### config.mk
export PLATFORM = sky130hd
export DESIGN_NAME = pattern_seq_detector
export DESIGN_NICKNAME = d
export VERILOG_FILES = /design/src/rtl/seqdet_pkg.sv /design/src/rtl/seqdet_window_cmp.sv /design/src/rtl/pattern_seq_detector.sv
export SDC_FILE = /design/constraint.sdc
export NUM_CORES = 1
export LEC_CHECK = 0
export BUFFER_PORTS_ARGS = -buffer_cell sky130_fd_sc_hd__buf_2
export CAP_MARGIN = 0
export CORE_MARGIN = 5
export CORE_UTILIZATION = 50
export CTS_CLUSTER_DIAMETER = 150
export DETAILED_ROUTE_END_ITERATION = 8
export PLACE_DENSITY = 0.75
export SLEW_MARGIN = 0
export SYNTH_ARGS = -nofsm -noshare
export SYNTH_HDL_FRONTEND = slang
export SYNTH_HIERARCHICAL = 1
export SYNTH_SLANG_ARGS = --single-unit
### constraint.sdc
create_clock -name clk -period 2.65 [get_ports clk]
set_clock_uncertainty 0.2 [all_clocks]
set_input_delay 0.53 -clock clk [delete_from_list [all_inputs] [get_ports clk]]
set_output_delay 0.53 -clock clk [all_outputs]
set_load 0.02 [all_outputs]
### src/rtl/seqdet_pkg.sv
// Shared definitions for the serial pattern detector: width helper,
// pattern-length clamp and the overlap-mode encoding.
package seqdet_pkg;

  typedef enum logic {
    SEQ_NONOVL = 1'b0,
    SEQ_OVL    = 1'b1
  } seq_ovl_e;

  // Bits needed to hold a length value in the range 0..pat_w.
  function automatic int calc_len_w(input int pat_w);
    int w;
    w = 1;
    while ((1 << w) < (pat_w + 1)) begin
      w = w + 1;
    end
    return w;
  endfunction

  // A length of zero or one beyond the window cannot be matched, so it
  // falls back to the full window.
  function automatic int clamp_len(input int len, input int pat_w);
    if ((len == 0) || (len > pat_w)) begin
      return pat_w;
    end else begin
      return len;
    end
  endfunction

  // True when clamp_len would have to alter the requested length.
  function automatic logic len_is_illegal(input int len, input int pat_w);
    if ((len == 0) || (len > pat_w)) begin
      return 1'b1;
    end else begin
      return 1'b0;
    end
  endfunction

endpackage

### src/rtl/seqdet_window_cmp.sv
// Combinational window compare: the lowest len bits of the history must
// equal the lowest len bits of the pattern and enough history must exist.
module seqdet_window_cmp
  import seqdet_pkg::*;
#(
  parameter int PAT_W = 8,
  parameter int LEN_W = 4
) (
  input  logic [PAT_W-1:0] hist,
  input  logic [PAT_W-1:0] pat,
  input  logic [LEN_W-1:0] len,
  input  logic [LEN_W-1:0] fill,
  output logic             hit
);

  logic [PAT_W-1:0] mask_s;

  // Build a mask with ones in the lowest len bit positions.
  always_comb begin
    mask_s = '0;
    for (int i = 0; i < PAT_W; i++) begin
      if (i < int'(len)) begin
        mask_s[i] = 1'b1;
      end else begin
        mask_s[i] = 1'b0;
      end
    end
  end

  // Hit needs a full window of history and no differing bit under the mask.
  always_comb begin
    if ((fill >= len) && (((hist ^ pat) & mask_s) == '0)) begin
      hit = 1'b1;
    end else begin
      hit = 1'b0;
    end
  end

endmodule

### src/rtl/pattern_seq_detector.sv
// Run-time configurable Moore serial pattern detector with overlap control,
// saturating match counter and a sticky flag for clamped length loads.
module pattern_seq_detector
  import seqdet_pkg::*;
#(
  parameter int               PAT_W   = 8,
  parameter int               CNT_W   = 8,
  parameter logic [PAT_W-1:0] RST_PAT = 8'b0000_1011,
  parameter int               RST_LEN = 4,
  localparam int              LEN_W   = calc_len_w(PAT_W)
) (
  input  logic             clk,
  input  logic             rst_n,
  input  logic             en,
  input  logic             din,
  input  logic             cfg_load,
  input  logic [PAT_W-1:0] cfg_pat,
  input  logic [LEN_W-1:0] cfg_len,
  input  logic             cfg_ovl,
  input  logic             clr,
  output logic             match,
  output logic [CNT_W-1:0] match_cnt,
  output logic             cfg_err
);

  localparam logic [LEN_W-1:0] FILL_MAX = LEN_W'(PAT_W);
  localparam logic [LEN_W-1:0] LEN_RST  = LEN_W'(clamp_len(RST_LEN, PAT_W));

  logic [PAT_W-1:0] hist_r;
  logic [LEN_W-1:0] fill_r;
  logic [PAT_W-1:0] pat_r;
  logic [LEN_W-1:0] len_r;
  seq_ovl_e         ovl_r;
  logic             match_r;
  logic [CNT_W-1:0] match_cnt_r;
  logic             cfg_err_r;

  logic             accept_s;
  logic [PAT_W-1:0] hist_next_s;
  logic [LEN_W-1:0] fill_inc_s;
  logic             cmp_hit_s;
  logic             hit_s;
  logic [LEN_W-1:0] cfg_len_clamped_s;
  logic             cfg_len_bad_s;

  // Post-shift window and saturating fill for the bit being offered.
  always_comb begin
    accept_s    = en & ~cfg_load & ~clr;
    hist_next_s = {hist_r[PAT_W-2:0], din};
    if (fill_r == FILL_MAX) begin
      fill_inc_s = fill_r;
    end else begin
      fill_inc_s = fill_r + LEN_W'(1);
    end
  end

  // Clamp the requested length and flag it when it had to be changed.
  always_comb begin
    cfg_len_clamped_s = LEN_W'(clamp_len(int'(cfg_len), PAT_W));
    cfg_len_bad_s     = len_is_illegal(int'(cfg_len), PAT_W);
  end

  seqdet_window_cmp #(
    .PAT_W (PAT_W),
    .LEN_W (LEN_W)
  ) u_cmp (
    .hist (hist_next_s),
    .pat  (pat_r),
    .len  (len_r),
    .fill (fill_inc_s),
    .hit  (cmp_hit_s)
  );

  // A hit only counts for a bit that is actually accepted.
  always_comb begin
    if (accept_s) begin
      hit_s = cmp_hit_s;
    end else begin
      hit_s = 1'b0;
    end
  end

  // History shift register and fill count; non-overlap restarts after a hit.
  always_ff @(posedge clk or negedge rst_n) begin
    if (!rst_n) begin
      hist_r <= '0;
      fill_r <= '0;
    end else if (clr || cfg_load) begin
      hist_r <= '0;
      fill_r <= '0;
    end else if (accept_s) begin
      hist_r <= hist_next_s;
      if (hit_s && (ovl_r == SEQ_NONOVL)) begin
        fill_r <= '0;
      end else begin
        fill_r <= fill_inc_s;
      end
    end else begin
      hist_r <= hist_r;
      fill_r <= fill_r;
    end
  end

  // Active configuration, captured only on a load cycle.
  always_ff @(posedge clk or negedge rst_n) begin
    if (!rst_n) begin
      pat_r     <= RST_PAT;
      len_r     <= LEN_RST;
      ovl_r     <= SEQ_OVL;
      cfg_err_r <= 1'b0;
    end else if (cfg_load) begin
      pat_r     <= cfg_pat;
      len_r     <= cfg_len_clamped_s;
      ovl_r     <= seq_ovl_e'(cfg_ovl);
      cfg_err_r <= cfg_len_bad_s;
    end else begin
      pat_r     <= pat_r;
      len_r     <= len_r;
      ovl_r     <= ovl_r;
      cfg_err_r <= cfg_err_r;
    end
  end

  // One-cycle match pulse and saturating detection counter.
  always_ff @(posedge clk or negedge rst_n) begin
    if (!rst_n) begin
      match_r     <= 1'b0;
      match_cnt_r <= '0;
    end else if (clr) begin
      match_r     <= 1'b0;
      match_cnt_r <= '0;
    end else if (cfg_load) begin
      match_r     <= 1'b0;
      match_cnt_r <= match_cnt_r;
    end else begin
      match_r <= hit_s;
      if (hit_s && (match_cnt_r != {CNT_W{1'b1}})) begin
        match_cnt_r <= match_cnt_r + CNT_W'(1);
      end else begin
        match_cnt_r <= match_cnt_r;
      end
    end
  end

  assign match     = match_r;
  assign match_cnt = match_cnt_r;
  assign cfg_err   = cfg_err_r;

endmodule
### After elaboration in Yosys (flattened, before gate mapping)

Cells that the tools add are included.
Widths: inputs -> output; s select.

* equality and inequality tests: 3
* order comparisons: 10
* add/sub/neg operators: 2
* reductions and logical operators: 10
* bitwise logic cells: 7
* muxes and demuxes: 23

Operators by type and width (count)
* $mux 8: 3
* $mux 4: 5
* $lt 3x4->1 const A: 4
* $mux 7: 2
* $mux 1: 13
* $add 8x1->8 const B: 1
* $and 8x8->8: 1
* $logic_not 8->1: 1
* $lt 1x4->1 const A: 2
* $lt 2x4->1 const A: 2
* $ne 8x8->1 const B: 1
* $xor 8x8->8: 1
* $add 4x1->4 const B: 1
* $eq 4x4->1 const B: 1
* $ge 4x4->1: 1
* $gt 4x4->1 const B: 1
* $logic_not 4->1: 1
* $reduce_bool 2->1: 2
* $logic_and 1x1->1: 3
* $not 1->1: 3
* $and 1x1->1: 2
* $logic_or 1x1->1: 2
* $ne 2x1->1 const B: 1
* $reduce_and 2->1: 1

* register bits: 34
* output and inout port bits: 10
* input port bits: 19
* word-level logic and storage cells: 63

### Depth between registers and ports, before layout

* depth in word-level cells: 11
* mapped depth: 15
* mapped depth without buffers: 14

### Cells and area by module

Netlist, hierarchy kept.

Modules (own cells, without submodules)
* pattern_seq_detector: times used 1, cells each 135, area each 1596.5 um^2, sequential area each 857.1 um^2
* seqdet_window_cmp: times used 1, cells each 34, area each 247.7 um^2, sequential area each 0.0 um^2

### Least setup slack after synthesis

Ideal clock, no wire load.

* kind: register to register
* start: reg fill_r[0]
* end: reg match_cnt_r[1] (netlist: match_cnt[1])
* period minus slack after synthesis: 2851 ps
* library setup time: 125 ps
* setup slack: -201 ps
* path buffers: 0
* data required time: 2325 ps
* stages on the path, launching flop included: 15
* arrival time: 2526 ps
* path through: dfrtp_1 > inv_1 > ha_1 > nand3b_1 > xnor2_1 > inv_1 > ha_1 > nand2b_1 > a21o_1 > a21o_1 > a21oi_1 > nor2_1 > and4bb_1 > o21ai_0 > mux2_2

* cells in the longest elaborated chain, start to end: 9
* elaborated cells on any way between the ends: 10
* classes of those cells: 1 x add/sub; 1 x order compare; 1 x eq/ne; 3 x mux; 4 x reduce/logical

Ends and longest elaborated chain
* start, declared: line pattern_seq_detector.sv:30 `logic [LEN_W-1:0] fill_r;`
* start signal, assigned: line pattern_seq_detector.sv:96 `fill_r <= fill_inc_s;`
* start signal, assigned: line pattern_seq_detector.sv:100 `fill_r <= fill_r;`
* $add 4x1->4 or $eq 4x4->1 (tied branches): line pattern_seq_detector.sv:53, pattern_seq_detector.sv:50
* $mux 4 *: line pattern_seq_detector.sv:50 `if (fill_r == FILL_MAX) begin`
* named net fill_inc_s[0]: line pattern_seq_detector.sv:40 `logic [LEN_W-1:0] fill_inc_s;`
* $ge 4x4->1 *: line seqdet_window_cmp.sv:32 `if ((fill >= len) && (((hist ^ pat) & mask_s) == '0)) begin`
* $logic_and 1x1->1 *: line seqdet_window_cmp.sv:32
* $mux 1 *: line seqdet_window_cmp.sv:32
* named net cmp_hit_s: line pattern_seq_detector.sv:41 `logic cmp_hit_s;`
* $mux 1 *: line pattern_seq_detector.sv:76 `if (accept_s) begin`
* $logic_and 1x1->1 *: line pattern_seq_detector.sv:137 `if (hit_s && (match_cnt_r != {CNT_W{1'b1}})) begin`
* $reduce_bool 2->1 (no line) *
* $reduce_and 2->1 (no line) *
* end signal, assigned: line pattern_seq_detector.sv:134 `match_cnt_r <= match_cnt_r;`
* end signal, assigned: line pattern_seq_detector.sv:138 `match_cnt_r <= match_cnt_r + CNT_W'(1);`
* end signal, assigned: line pattern_seq_detector.sv:140 `match_cnt_r <= match_cnt_r;`
* end, declared: line pattern_seq_detector.sv:35 `logic [CNT_W-1:0] match_cnt_r;`

Mark *: on every way through the listed nets, which the timed path passes. The rest lies on a longest branch.
A chain may end at the register's enable or synchronous reset.

### Worst setup path after layout

* start: reg fill_r[0]
* end: reg match_cnt_r[6] (netlist: match_cnt[6])

The elaborated chain is that of the path after synthesis.

==> summary.txt <==
Status -> finished with violations
Failing checks -> setup timing
Clock buffer depth -> 2
Pint -> 0.822 mW
Max transition margin -> 49.0%
RSZ-0062 raised after global routing -> yes
LEAKAGE -> 1.07 nW
Hold Crit Class -> in -> async
Post-synthesis adder-cell area fraction -> 4.75%
Vias -> 1403
Cell Rows -> 22
Post-synth EDFFs -> 0
Data required, critical path -> 2.63 ns
CP max FO -> 5
Power per cell area -> 482 nW/um^2
# setup viols final -> 12
Reg2reg end -> match_cnt[6]
Std-Cell Core Area -> 3610 sq um
Post-synth cell types -> 40
DR iter-0 viols -> 61
Cts bufs inserted -> 5
Final WL -> 3950 um
Peak VDD IR -> 0.000360 V
Post-DP HPWL -> 2730 um
Post-route setup TNS -> -0.901 ns
Max-cap viol count -> 0
Number of port buffers -> 28
I/O Pins -> 29
Main combinational cell family by area after synthesis -> simple AND/OR/NAND/NOR gates
Top FF cell, synth -> dfrtp_1
Sink Count -> 34
Simple logic cell fraction of the synthesized area -> 14.7%
XOR/XNOR share of the synthesized area -> 5.22%
Worst-Margin Slew -> 0.764 ns
Sequential area share after synthesis -> 46.5%
Reg2Reg Depth -> 14
Initial DRT Pass Iterations -> 4
Synth area leader -> dfrtp_1
H-tree levels -> 2
Post-synthesis mux area share -> 11.0%
Setup CP Type -> reg -> reg
Layout cells sized above 1 -> 38.3%
Commonest non-fill, non-tap cell in the layout -> dfrtp_1
Switch Pwr -> 0.266 mW
Die Y -> 70.7 um
Layout Utilization -> 62.6%
Clk Latency, worst-skew pair -> 0.28 ns
Area share of the largest cell type after synthesis -> 39.3%
# DRC -> 0
CTS clock-pin slew for the worst setup and hold paths -> 0.06 ns
Cts hold-fix bufs -> 0
Number of global-route vias before repair -> 1437
Total Routing Usage GR -> 16.9%
Seq pwr share -> 52.3%
Synthesized instance count -> 169
Syn-to-layout area delta -> 22.4%
Syn_nets -> 195
Worst setup margin -> -0.136 ns
Antenna violations before repair -> 0
Min Hold Slack -> 0.120 ns
Crit path launch type -> flip-flop
Reg-to-reg startpoint -> fill_r[0]
Ranking of synthesized cells by area -> dfrtp_1 39%, dfstp_2 7.1%, mux2_2 6.1%, mux2i_1 4.9%, ha_1 4.7%
YS warnings -> 6
Critical Path AT -> 2.76 ns
CTS tree -> built
Internal reg-to-reg setup slack -> -0.14 ns
Compound-gate portion of the synthesized area -> 13.2%
Gr ovfl total -> 0
Clock network fraction of design power -> 35.3%
Routed len/inst -> 15.4 um
Layout Nets -> 234
Tmin final -> 2.79 ns
Commonest non-fill, non-tap cells in the layout -> 29 x dfrtp_1, 28 x buf_2, 13 x nor2_1
Pins over their slew limit -> 0
Initial Util -> 51.1%
Switching Fraction -> 24.5%
Routability cong. -> 0.778
Crit. End Element -> flip-flop
Synthesized cell area -> 1840 sq um
Post-synthesis register bit count -> 34
ANT cells -> 0
DP Area -> 2080 sq um
Hold Vio Cnt, Final -> 0
Asr flop ratio synth -> 100%
First-pass GRT wire length -> 6620 um
Die footprint -> 5000 sq um
Syn Area/Cell -> 10.9 sq um
Die Span X -> 70.7 um
F_max -> 0.359 GHz
ANT nets after route -> 0
Final Cell Area -> 2260 sq um
Final Cycle Share -> 105%
Vias per std cell -> 5.46
Pin count of the biggest net entering global routing -> 35
Combinational share of power -> 12.4%
Root Driver -> clkbuf_8
routing by layer:
metal	global-route usage (%)	share of wire (%)	up-vias
met5	0	0	-
met4	7.93	2.4	0
met3	5.40	3.7	10
met2	27.7	51	31
met1	20.0	43	678
li1	-	-	684
sequential cells by signal, summed over array words and instances (netlist names):
name       flops
len_r          4
cfg_err        1
pat_r          8
fill_r         4
match          1
hist_r         7
match_cnt      8
ovl_r          1
worst max path at each step:
stage / cells after the start / start / to
CTS: 14 / fill_r[0] / match_cnt[2]
global placement: 14 / fill_r[0] / match_cnt[1]
detailed placement: 14 / fill_r[0] / match_cnt[2]
global route: 14 / fill_r[0] / match_cnt[6]
floorplan: 15 / fill_r[0] / match_cnt[6]
finish: 14 / fill_r[0] / match_cnt[6]
cell type report:
| class | instances | area [sq um] |
|---|---|---|
| Tap cell | 48 | 60.1 |
| Clock inverter | 1 | 5.00 |
| Timing Repair Buffer | 37 | 208 |
| Fill cell | 331 | 1350 |
| Sequential cell | 34 | 857 |
| Clock buffer | 7 | 86.3 |
| Inverter | 10 | 37.5 |
| Multi-Input combinational cell | 120 | 1000 |
critical path, stage by stage (launching register included):
cell,delay (ns)
dfrtp_1,0.39
inv_2,0.09
ha_4,0.12
nand3b_1,0.11
xnor2_2,0.17
inv_1,0.06
ha_1,0.27
nand2b_4,0.14
a21o_1,0.15
a21o_1,0.16
a21oi_2,0.13
nor2_2,0.06
and4bb_4,0.22
and2_4,0.15
a311oi_2,0.26
cell families after synthesis:
group	count (synthesis)
AO/OA/AOI/OAI	34
XOR/XNOR	11
adder cells (fa/ha/maj)	7
buffers and inverters	16
flip-flops	34
multiplexers	19
AND/OR/NAND/NOR	48
power groups by stage:
stage | Combinational [mW] | Clock, mW | Sequential (mW)
5_1_grt | 0.150 | 0.431 | 0.572
6_report | 0.135 | 0.384 | 0.569
2_1_floorplan | 0.0834 | 0 | 0.575
3_5_place_dp | 0.126 | 0 | 0.578
3_3_place_gp | 0.120 | 0 | 0.576
4_1_cts | 0.133 | 0.395 | 0.569
synth_stat cells (all sizes together) (2+ instances only):
cell,count
ha,7
o21ai,5
nand3b,2
buf,5
a211oi,2
xor2,5
inv,10
and3,4
nand2b,5
dfstp,5
a22o,4
nand2,6
nor3,2
o22ai,3
a21oi,8
dfrtp,29
xnor2,6
nor2,14
and2,2
a21o,2
nor2b,3
a31oi,4
mux2i,9
mux2,10
nand3,3
nor3b,2
per-stage QoR:
stage / power [mW] / std cells / setup WS, ns
final: 1.09 / 257 / -0.136
after global routing: 1.15 / 257 / -0.281
after CTS: 1.10 / 256 / -0.137
after detailed placement: 0.705 / 247 / -0.318
after global placement: 0.697 / 247 / -0.172
after floorplan: 0.658 / 169 / -0.114
what timing repair did:
action / in CTS / in global routing
pin swaps: 7 / 5
cloned: 1 / 0
setup endpoints to repair: 12 / 12
setup buffers: 0 / 1
gates resized for setup: 9 / 5
No activity file was read; power rests on OpenSTA's default activity.
